==> config.mk <==
export PLATFORM = sky130hd
export DESIGN_NAME = dsm_mod_multi
export DESIGN_NICKNAME = d
export VERILOG_FILES = /design/src/rtl/dsm_mod_multi.sv
export SDC_FILE = /design/constraint.sdc
export NUM_CORES = 1
export LEC_CHECK = 0
export CAP_MARGIN = 30
export CORE_MARGIN = 5
export CORE_UTILIZATION = 50
export DETAILED_ROUTE_END_ITERATION = 16
export GPL_TIMING_DRIVEN = 0
export PLACE_DENSITY = 0.7
export SYNTH_ARGS = -nofsm -noshare
export SYNTH_HDL_FRONTEND = slang
export SYNTH_SLANG_ARGS = --single-unit
export TNS_END_PERCENT = 20
==> constraint.sdc <==
create_clock -name clock -period 6.7 [get_ports clock]
set_clock_uncertainty 0.1 [all_clocks]
set_input_delay 1.34 -clock clock [delete_from_list [all_inputs] [get_ports clock]]
set_output_delay 1.34 -clock clock [all_outputs]
set_load 0.03 [all_outputs]
==> src/rtl/dsm_mod_multi.sv <==
// Purpose : NUM_CH independent 1-bit delta-sigma modulators (order 1 or 2) sharing a
//           programmable oversampling tick, fed through a one-deep sample holding register.
// Latency : a sample accepted before tick n is loaded into the loop at tick n and first
//           shapes pwm at tick n+1 (one tick input-to-loop latency).
// Backpr. : in_ready = !pending; the holding register frees only at a tick. A tick that finds
//           it empty sets sticky underrun and reuses the previous sample.
//
// Ports   : clock/reset (async, active-low), en (freezes counter, integrators, pwm),
//           in_valid/in_ready/in_data (channel k at [k*WIDTH +: WIDTH], signed),
//           status_clr (clears sticky flags, wins over a same-cycle set),
//           pwm[NUM_CH] (1 = +FS level), tick (one cycle after each pwm update),
//           underrun, sat (sticky).
// Option  : define DSM_DITHER_EN to add a 16-bit LFSR dither of -8..+7 LSB to every
//           channel's input at each tick.
module dsm_mod_multi #(
  parameter int WIDTH   = 20,
  parameter int NUM_CH  = 2,
  parameter int ORDER   = 2,
  parameter int OSR_DIV = 1,
  parameter int GUARD   = 3
) (
  input  logic                    clock,
  input  logic                    reset,
  input  logic                    en,
  input  logic                    in_valid,
  output logic                    in_ready,
  input  logic [NUM_CH*WIDTH-1:0] in_data,
  input  logic                    status_clr,
  output logic [NUM_CH-1:0]       pwm,
  output logic                    tick,
  output logic                    underrun,
  output logic                    sat
);

  localparam int AW = WIDTH + GUARD;  // integrator width
  localparam int SW = AW + 2;         // unclipped sum width
  localparam int CW = 16;             // tick counter width (OSR_DIV <= 65535)

  localparam logic signed [SW-1:0] FS_S  = {{(SW-WIDTH){1'b0}}, 1'b1, {(WIDTH-1){1'b0}}};
  localparam logic signed [SW-1:0] MAX_S = {3'b000, {(AW-1){1'b1}}};
  localparam logic signed [SW-1:0] MIN_S = {3'b111, {(AW-1){1'b0}}};

  generate
    if (ORDER != 1 && ORDER != 2) begin : g_bad_order
      $error("dsm_mod_multi: ORDER must be 1 or 2");
    end
    if (OSR_DIV < 1 || OSR_DIV > 65535) begin : g_bad_osr
      $error("dsm_mod_multi: OSR_DIV must be in 1..65535");
    end
  endgenerate

  // ---------------------------------------------------------------- state
  logic [CW-1:0]           cnt_q, cnt_d;
  logic                    tick_q, tick_d;
  logic                    pending_q, pending_d;
  logic [NUM_CH*WIDTH-1:0] hold_q, hold_d;
  logic [NUM_CH*WIDTH-1:0] x_q, x_d;
  logic [NUM_CH-1:0]       pwm_q, pwm_d;
  logic                    underrun_q, underrun_d;
  logic                    sat_q, sat_d;
  logic signed [AW-1:0]    a1_q [NUM_CH];
  logic signed [AW-1:0]    a2_q [NUM_CH];

  // ---------------------------------------------------------------- control
  logic tick_fire;
  logic accept;

  assign tick_fire = en && (cnt_q == CW'(OSR_DIV - 1));
  assign accept    = in_valid && !pending_q;
  assign in_ready  = !pending_q;

  // ---------------------------------------------------------------- dither
  logic signed [SW-1:0] dith;

`ifdef DSM_DITHER_EN
  logic [15:0]       lfsr_q, lfsr_d;
  logic signed [4:0] dith5;

  always_comb begin
    lfsr_d = lfsr_q;
    if (tick_fire) begin
      lfsr_d = {lfsr_q[14:0], lfsr_q[15] ^ lfsr_q[13] ^ lfsr_q[12] ^ lfsr_q[10]};
    end
  end

  always_ff @(posedge clock or negedge reset) begin
    if (!reset) lfsr_q <= 16'hACE1;
    else        lfsr_q <= lfsr_d;
  end

  // Dither comes from the current LFSR value; it advances on the same tick.
  assign dith5 = $signed({1'b0, lfsr_q[3:0]}) - 5'sd8;
  assign dith  = {{(SW-5){dith5[4]}}, dith5};
`else
  assign dith = '0;
`endif

  // ---------------------------------------------------------------- loop datapath
  logic signed [SW-1:0] xs [NUM_CH];
  logic signed [SW-1:0] fb [NUM_CH];
  logic signed [SW-1:0] s1 [NUM_CH];
  logic signed [SW-1:0] s2 [NUM_CH];
  logic signed [AW-1:0] a1n [NUM_CH];
  logic signed [AW-1:0] a2n [NUM_CH];
  logic [NUM_CH-1:0]    clip1, clip2, pwm_n;

  always_comb begin
    clip1 = '0;
    clip2 = '0;
    pwm_n = '0;
    for (int k = 0; k < NUM_CH; k++) begin
      xs[k] = $signed({{(SW-WIDTH){x_q[k*WIDTH+WIDTH-1]}}, x_q[k*WIDTH +: WIDTH]}) + dith;
      fb[k] = pwm_q[k] ? FS_S : -FS_S;

      s1[k] = $signed({{2{a1_q[k][AW-1]}}, a1_q[k]}) + xs[k] - fb[k];
      if (s1[k] > MAX_S) begin
        a1n[k]   = MAX_S[AW-1:0];
        clip1[k] = 1'b1;
      end else if (s1[k] < MIN_S) begin
        a1n[k]   = MIN_S[AW-1:0];
        clip1[k] = 1'b1;
      end else begin
        a1n[k] = s1[k][AW-1:0];
      end

      // Second stage uses the freshly clipped first integrator, gain 2 on feedback.
      s2[k] = $signed({{2{a2_q[k][AW-1]}}, a2_q[k]})
            + $signed({{2{a1n[k][AW-1]}}, a1n[k]})
            - (fb[k] <<< 1);
      if (s2[k] > MAX_S) begin
        a2n[k]   = MAX_S[AW-1:0];
        clip2[k] = 1'b1;
      end else if (s2[k] < MIN_S) begin
        a2n[k]   = MIN_S[AW-1:0];
        clip2[k] = 1'b1;
      end else begin
        a2n[k] = s2[k][AW-1:0];
      end

      pwm_n[k] = (ORDER == 1) ? ~a1n[k][AW-1] : ~a2n[k][AW-1];
    end
  end

  // ---------------------------------------------------------------- next state
  logic any_clip;
  assign any_clip = (|clip1) || ((ORDER == 2) && (|clip2));

  always_comb begin
    cnt_d = cnt_q;
    if (en) cnt_d = tick_fire ? '0 : cnt_q + 1'b1;

    tick_d = tick_fire;

    hold_d    = accept ? in_data : hold_q;
    pending_d = pending_q;
    x_d       = x_q;
    if (tick_fire && pending_q) begin
      x_d       = hold_q;
      pending_d = 1'b0;
    end else if (accept) begin
      // Also covers accept coinciding with an empty-register tick: it waits for the next tick.
      pending_d = 1'b1;
    end

    pwm_d = tick_fire ? pwm_n : pwm_q;

    underrun_d = status_clr ? 1'b0 : (underrun_q || (tick_fire && !pending_q));
    sat_d      = status_clr ? 1'b0 : (sat_q || (tick_fire && any_clip));
  end

  always_ff @(posedge clock or negedge reset) begin
    if (!reset) begin
      cnt_q      <= '0;
      tick_q     <= 1'b0;
      pending_q  <= 1'b0;
      hold_q     <= '0;
      x_q        <= '0;
      pwm_q      <= '0;
      underrun_q <= 1'b0;
      sat_q      <= 1'b0;
      for (int k = 0; k < NUM_CH; k++) begin
        a1_q[k] <= '0;
        a2_q[k] <= '0;
      end
    end else begin
      cnt_q      <= cnt_d;
      tick_q     <= tick_d;
      pending_q  <= pending_d;
      hold_q     <= hold_d;
      x_q        <= x_d;
      pwm_q      <= pwm_d;
      underrun_q <= underrun_d;
      sat_q      <= sat_d;
      for (int k = 0; k < NUM_CH; k++) begin
        if (tick_fire) begin
          a1_q[k] <= a1n[k];
          a2_q[k] <= a2n[k];
        end
      end
    end
  end

  assign pwm      = pwm_q;
  assign tick     = tick_q;
  assign underrun = underrun_q;
  assign sat      = sat_q;

endmodule

* After elaboration in Yosys (flattened, before gate mapping)
Cells that the tools add are included.
** Cells by class
- Add/sub/neg operators :: 9
- Magnitude comparators :: 8
- Multiplexer cells :: 23
- Bitwise operators :: 2
- Reduce and logical (&&, ||, !) cells :: 13
** Operators with widths (number)
- 2-to-1 mux 23 bit :: 8
- > comparator 25 x 23 -> 1 bit, second input constant :: 4
- < comparator 25 x 23 -> 1 bit, second input constant :: 4
- subtractor 24 x 25 -> 25 bit :: 4
- 2-to-1 mux 25 bit :: 2
- adder 23 x 20 -> 24 bit :: 2
- adder 23 x 23 -> 24 bit :: 2
- adder 16 x 1 -> 16 bit, second input constant :: 1
- zero test 16 bit :: 1
- 2-to-1 mux 16 bit :: 1
- 2-to-1 mux 1 bit :: 12
- logical AND 1 bit :: 5
- OR reduction 2 bit :: 2
- logical OR 1 bit :: 3
- NOT 1 bit :: 2
- nonzero test 2 bit :: 1
- zero test 1 bit :: 1
** Storage, ports and cells
- Register bits :: 194
- Input port bits :: 45
- Output and inout bits :: 6
- Word-level logic and storage cells :: 67

* Logic depth before layout (Yosys ltp)
- Depth in word-level cells :: 15
- Mapped depth :: 32

* Least setup slack after synthesis
OpenSTA, ideal clock, no wires.
- Kind :: register -> register
- Start :: register pwm_q[1] (netlist: pwm[1])
- End :: register a2_q[11] (netlist name)
- Setup time :: 0.133 ns
- Arrival time :: 6.866 ns
- Required time :: 6.467 ns
- Path slack :: -0.398 ns
- Cell stages (with the launch flop) :: 30
- Path buffers :: 2
- Path through :: dfrtp_1 inv_1 fa_1 inv_1 ha_1 a21o_1 a21oi_1 and2b_2 a2111o_1 nor2_1 a2bb2oi_2 clkbuf_1 a31oi_1 ha_1 inv_1 ha_1 nor2b_1 o21ai_0 a21boi_0 o211ai_1 a211oi_1 o21a_1 o21ai_1 a21boi_0 o41ai_1 o311a_1 nand3_4 buf_6 a221oi_1 a21oi_1
** Between the ends
- Word-level cells in the longest chain between the ends :: 10
- Elaborated cells between the ends (all ways) :: 12
** Ends and longest elaborated chain
- start, declared :: RTL line 58 : logic [NUM_CH-1:0] pwm_q, pwm_d;
- start signal, assigned :: RTL line 191 : pwm_q <= pwm_d;
- 2-to-1 mux 25 bit * :: RTL line 113 : fb[k] = pwm_q[k] ? FS_S : -FS_S;
- subtractor 24 x 25 -> 25 bit :: RTL line 115 : s1[k] = $signed({{2{a1_q[k][AW-1]}}, a1_q[k]}) + xs[k] - fb[k];
- < comparator 25 x 23 -> 1 bit :: RTL line 119 : end else if (s1[k] < MIN_S) begin
- 2-to-1 mux 23 bit :: RTL line 119
- 2-to-1 mux 23 bit :: RTL line 116 : if (s1[k] > MAX_S) begin
- adder 23 x 23 -> 24 bit :: RTL line 128 : + $signed({{2{a1n[k][AW-1]}}, a1n[k]})
- subtractor 24 x 25 -> 25 bit * :: RTL line 129 : - (fb[k] <<< 1);
- < comparator 25 x 23 -> 1 bit :: RTL line 133 : end else if (s2[k] < MIN_S) begin
- 2-to-1 mux 23 bit :: RTL line 133
- 2-to-1 mux 23 bit * :: RTL line 130 : if (s2[k] > MAX_S) begin
- end signal, assigned by index :: RTL line 197 : a2_q[k] <= a2n[k];
- end, declared :: RTL line 62 : logic signed [AW-1:0] a2_q [NUM_CH];
Mark *: on every way between the ends. The rest lies on a longest branch, timed or not.
A chain may end at the register's enable or synchronous reset.

==> flow_summary.yaml <==
grt:
  first_global_vias: 12042
  grt_antenna_before_repair: 0
  grt_pass1_wl_um: 59500
  global_route.usage.met2_pct: 38.4
  grt_max_degree: 114
  groute.usage.overall_pct: 21.6
  grt_most_used_layer: "met2"
  gr-total-overflow: 0
  grtUsageMet3_pct: 2.53
  globalRouteMet1Util_pct: 27.4
routing:
  avgViaCountPerCell: 5.63
  remaining_drc_errors: 0
  drt_first_pass_iters: 5
  finalWirelength_um: 38100
  ant_nets: 0
  via_count: 12512
  detailed_router_s_first_iteration_violation_count: 743
  routedWlPerCell_um: 17.1
timing:
  max_freq_mhz: 154
  worst_slew_pin_slew_ps: 936
  finalCritPeriodShare_pct: 97.2
  report.final.setup_viol: 0
  final-max-slew-violation-count: 0
  slew_headroom_pct: 37.6
  finalCriticalPeriod_ps: 6510
  finalHoldViolCount: 0
  finalWorstSetupSlack_ps: 187
setup_path:
  critical_path.max_fanout: 5
  crit_family: "compound AO/OA/AOI/OAI gates"
  cp.required_ps: 6900
  cpMaxStageDelayCell: "sky130_fd_sc_hd__or4b_4"
  slowest_delay_ps: 470
  worst_ep_arrival_time_ps: 6710
  critical_setup_path_class: "reg2reg"
  critical_path_buf_inv_count: 6
  worstReg2RegStart: "x_q[27]"
  worst_setup_path_startpoint: "x_q[27]"
  worst_setup_path_start_kind: "flip-flop"
  critical_path.endpoint_type: "flip-flop"
placed_design:
  dp_slack_ps: -1150
  dp_hpwl_um: 27500
  port_buffers: 49
  final_replace_weighted_congestion: 0.919
logic_synthesis:
  synth_edf_count: 0
  ys_dominant_reg_cell: "sky130_fd_sc_hd__dfrtp_1"
  synth-seq-cells: 194
  syn_inst: 1708
  synth-seq-area-share_pct: 32.3
  mappedNetlistArea_sq_mm: 0.0150
  postSynthAreaPerCell_sq_um: 8.81
  net_count_after_synthesis: 1937
  synthDistinctLibCells: 93
  ys_async_sr_fraction_pct: 100
  ys.warnings.count: 0
clock_tree:
  ctsRootBufferMaster: "sky130_fd_sc_hd__clkbuf_16"
  cts_hold_bufs: 0
  cts_num_sinks: 194
  insertion_delay_ps: 450
  clock_tree.htree_level_count: 4
  clkSlewWorstSetupHoldPaths_ps: 80
  cts_buffer_depth: 2
  total_cts_buffers: 17
  cts_tree: "built"
run_status:
  run_status: "complete, no violations"
finish:
  antenna_cells: 0
  nFillCells: 2538
  layout-drive-gt1-share_pct: 18.4
  finalNetCount: 2051
  multiInputGateArea_sq_mm: 0.00964
  syn_to_final_growth_pct: 19.6
  layout.cells.most_common_list: "sky130_fd_sc_hd__inv_1 (296), sky130_fd_sc_hd__dfrtp_1 (190), sky130_fd_sc_hd__ha_1 (153)"
  seq_area_sq_mm: 0.00486
  layout.cells.most_common: "sky130_fd_sc_hd__inv_1"
floorplanning:
  die_x_um: 183
  die-area_sq_mm: 0.0337
  num_io_pins: 51
  start_util_pct: 50.8
  placement_rows: 63
  fp.dieH_um: 183
  design.core.area_sq_mm: 0.0296
run:
  maxCapViolations: 0
worst_hold_path:
  hold_path.startpoint: "a1_q[8]"
  hold_path.class: "reg2reg"
==> area by class of cell <==
cell class / count / share of cell area [%]
multi-input combinational: 1160 / 53.6
sequential: 194 / 27.0
inverter: 300 / 6.26
timing repair buffer: 98 / 5.45
tap: 390 / 2.71
clock buffer: 17 / 2.36
buffer: 51 / 1.84
clock inverter: 14 / 0.786
==> per-layer routing <==
layer	share of wire, %	vias to the layer above	wire, um
met3	2.9	81	1090
li1	-	6112	-
met4	3.7	0	1410
met2	50	257	19200
met5	0	-	0
met1	43	6062	16400
==> cells in the mapped netlist (6+ instances only) <==
cell type	n	area share (%)
sky130_fd_sc_hd__a211oi_1	14	0.70
sky130_fd_sc_hd__a21boi_0	7	0.35
sky130_fd_sc_hd__a21o_1	52	2.6
sky130_fd_sc_hd__a21oi_1	131	4.4
sky130_fd_sc_hd__a221oi_1	11	0.64
sky130_fd_sc_hd__a221oi_2	7	0.70
sky130_fd_sc_hd__a22oi_1	19	0.95
sky130_fd_sc_hd__a31oi_1	13	0.54
sky130_fd_sc_hd__and2_1	8	0.33
sky130_fd_sc_hd__and3_1	10	0.42
sky130_fd_sc_hd__buf_2	7	0.23
sky130_fd_sc_hd__clkbuf_1	42	1.0
sky130_fd_sc_hd__dfrtp_1	194	32
sky130_fd_sc_hd__fa_1	10	1.3
sky130_fd_sc_hd__ha_1	174	14
sky130_fd_sc_hd__inv_1	299	7.5
sky130_fd_sc_hd__mux2_2	82	6.1
sky130_fd_sc_hd__mux2i_1	6	0.40
sky130_fd_sc_hd__nand2_1	135	3.4
sky130_fd_sc_hd__nand2b_1	18	0.75
sky130_fd_sc_hd__nand3_1	31	1.0
sky130_fd_sc_hd__nand4_1	15	0.62
sky130_fd_sc_hd__nor2_1	77	1.9
sky130_fd_sc_hd__nor2b_1	9	0.37
sky130_fd_sc_hd__nor3_1	22	0.73
sky130_fd_sc_hd__o211ai_1	7	0.35
sky130_fd_sc_hd__o21a_1	12	0.60
sky130_fd_sc_hd__o21ai_0	85	2.8
sky130_fd_sc_hd__o21bai_1	15	0.75
sky130_fd_sc_hd__or3_1	7	0.29
sky130_fd_sc_hd__xnor2_1	57	3.3
sky130_fd_sc_hd__xor2_1	20	1.2
==> worst paths after layout <==
check                                end  slack [ps]  cells past startpoint
worst max-delay path             a2_q[3]         190                     31
worst min-delay path             a1_q[8]         380                      2
worst max register to register   a2_q[3]         190                     31
worst min register to register   a1_q[8]         380                      2
max in group asynchronous        x_q[19]        4710                      2
min in group asynchronous       a2_q[14]         780                      1
==> through the flow <==
| step | TNS (ps) | util, % | hold slack, ps | cell area, sq um | cells |
|---|---|---|---|---|---|
| 5_1_grt | -2220 | 60.7 | 393 | 18000 | 2224 |
| 3_3_place_gp | -839590 | 54.1 | 359 | 16000 | 2147 |
| 3_5_place_dp | -38080 | 54.2 | 369 | 16100 | 2149 |
| 6_report | 0 | 60.7 | 383 | 18000 | 2224 |
| 2_1_floorplan | 0 | - | 343 | 15100 | 1708 |
| 4_1_cts | -7.16 | 57.5 | 382 | 17000 | 2195 |
==> sequential cells by signal (all words and copies together) (netlist names), 2 cells and up <==
signal	count
x_q	40
cnt_q	16
pwm	2
hold_q	40
a1_q	46
a2_q	46
==> cell families after synthesis <==
family | count (synthesis) | synth area share [%]
AOI/OAI and AO/OA | 442 | 19.9
and+or+nand+nor | 368 | 11.8
buffers and inverters | 354 | 9.04
DFF | 194 | 32.3
adders and majority gates | 184 | 15.8
muxes | 89 | 6.69
xor gates and xnor gates | 77 | 4.48
==> worst register-to-register path, delay by kind of cell (launching register included) <==
| family | cells | cell delay (ps) |
|---|---|---|
| buffers and inverters | 6 | 660 |
| AND/OR/NAND/NOR | 8 | 1380 |
| AO/OA/AOI/OAI | 13 | 2900 |
| flip-flops | 1 | 350 |
| adder cells (fa/ha/maj) | 4 | 970 |
==> timing repair <==
item | CTS | global route
setup endpoints to repair | 49 | 45
cloned | 0 | 5
endpoints found under the hold margin | 0 | 0
pin swaps | 12 | 39
buffers inserted | 17 | 25
gates resized for setup | 67 | 149
Power is not shown: default switching activity piles up to over one toggle a cycle in this logic, so the estimate is an artifact.
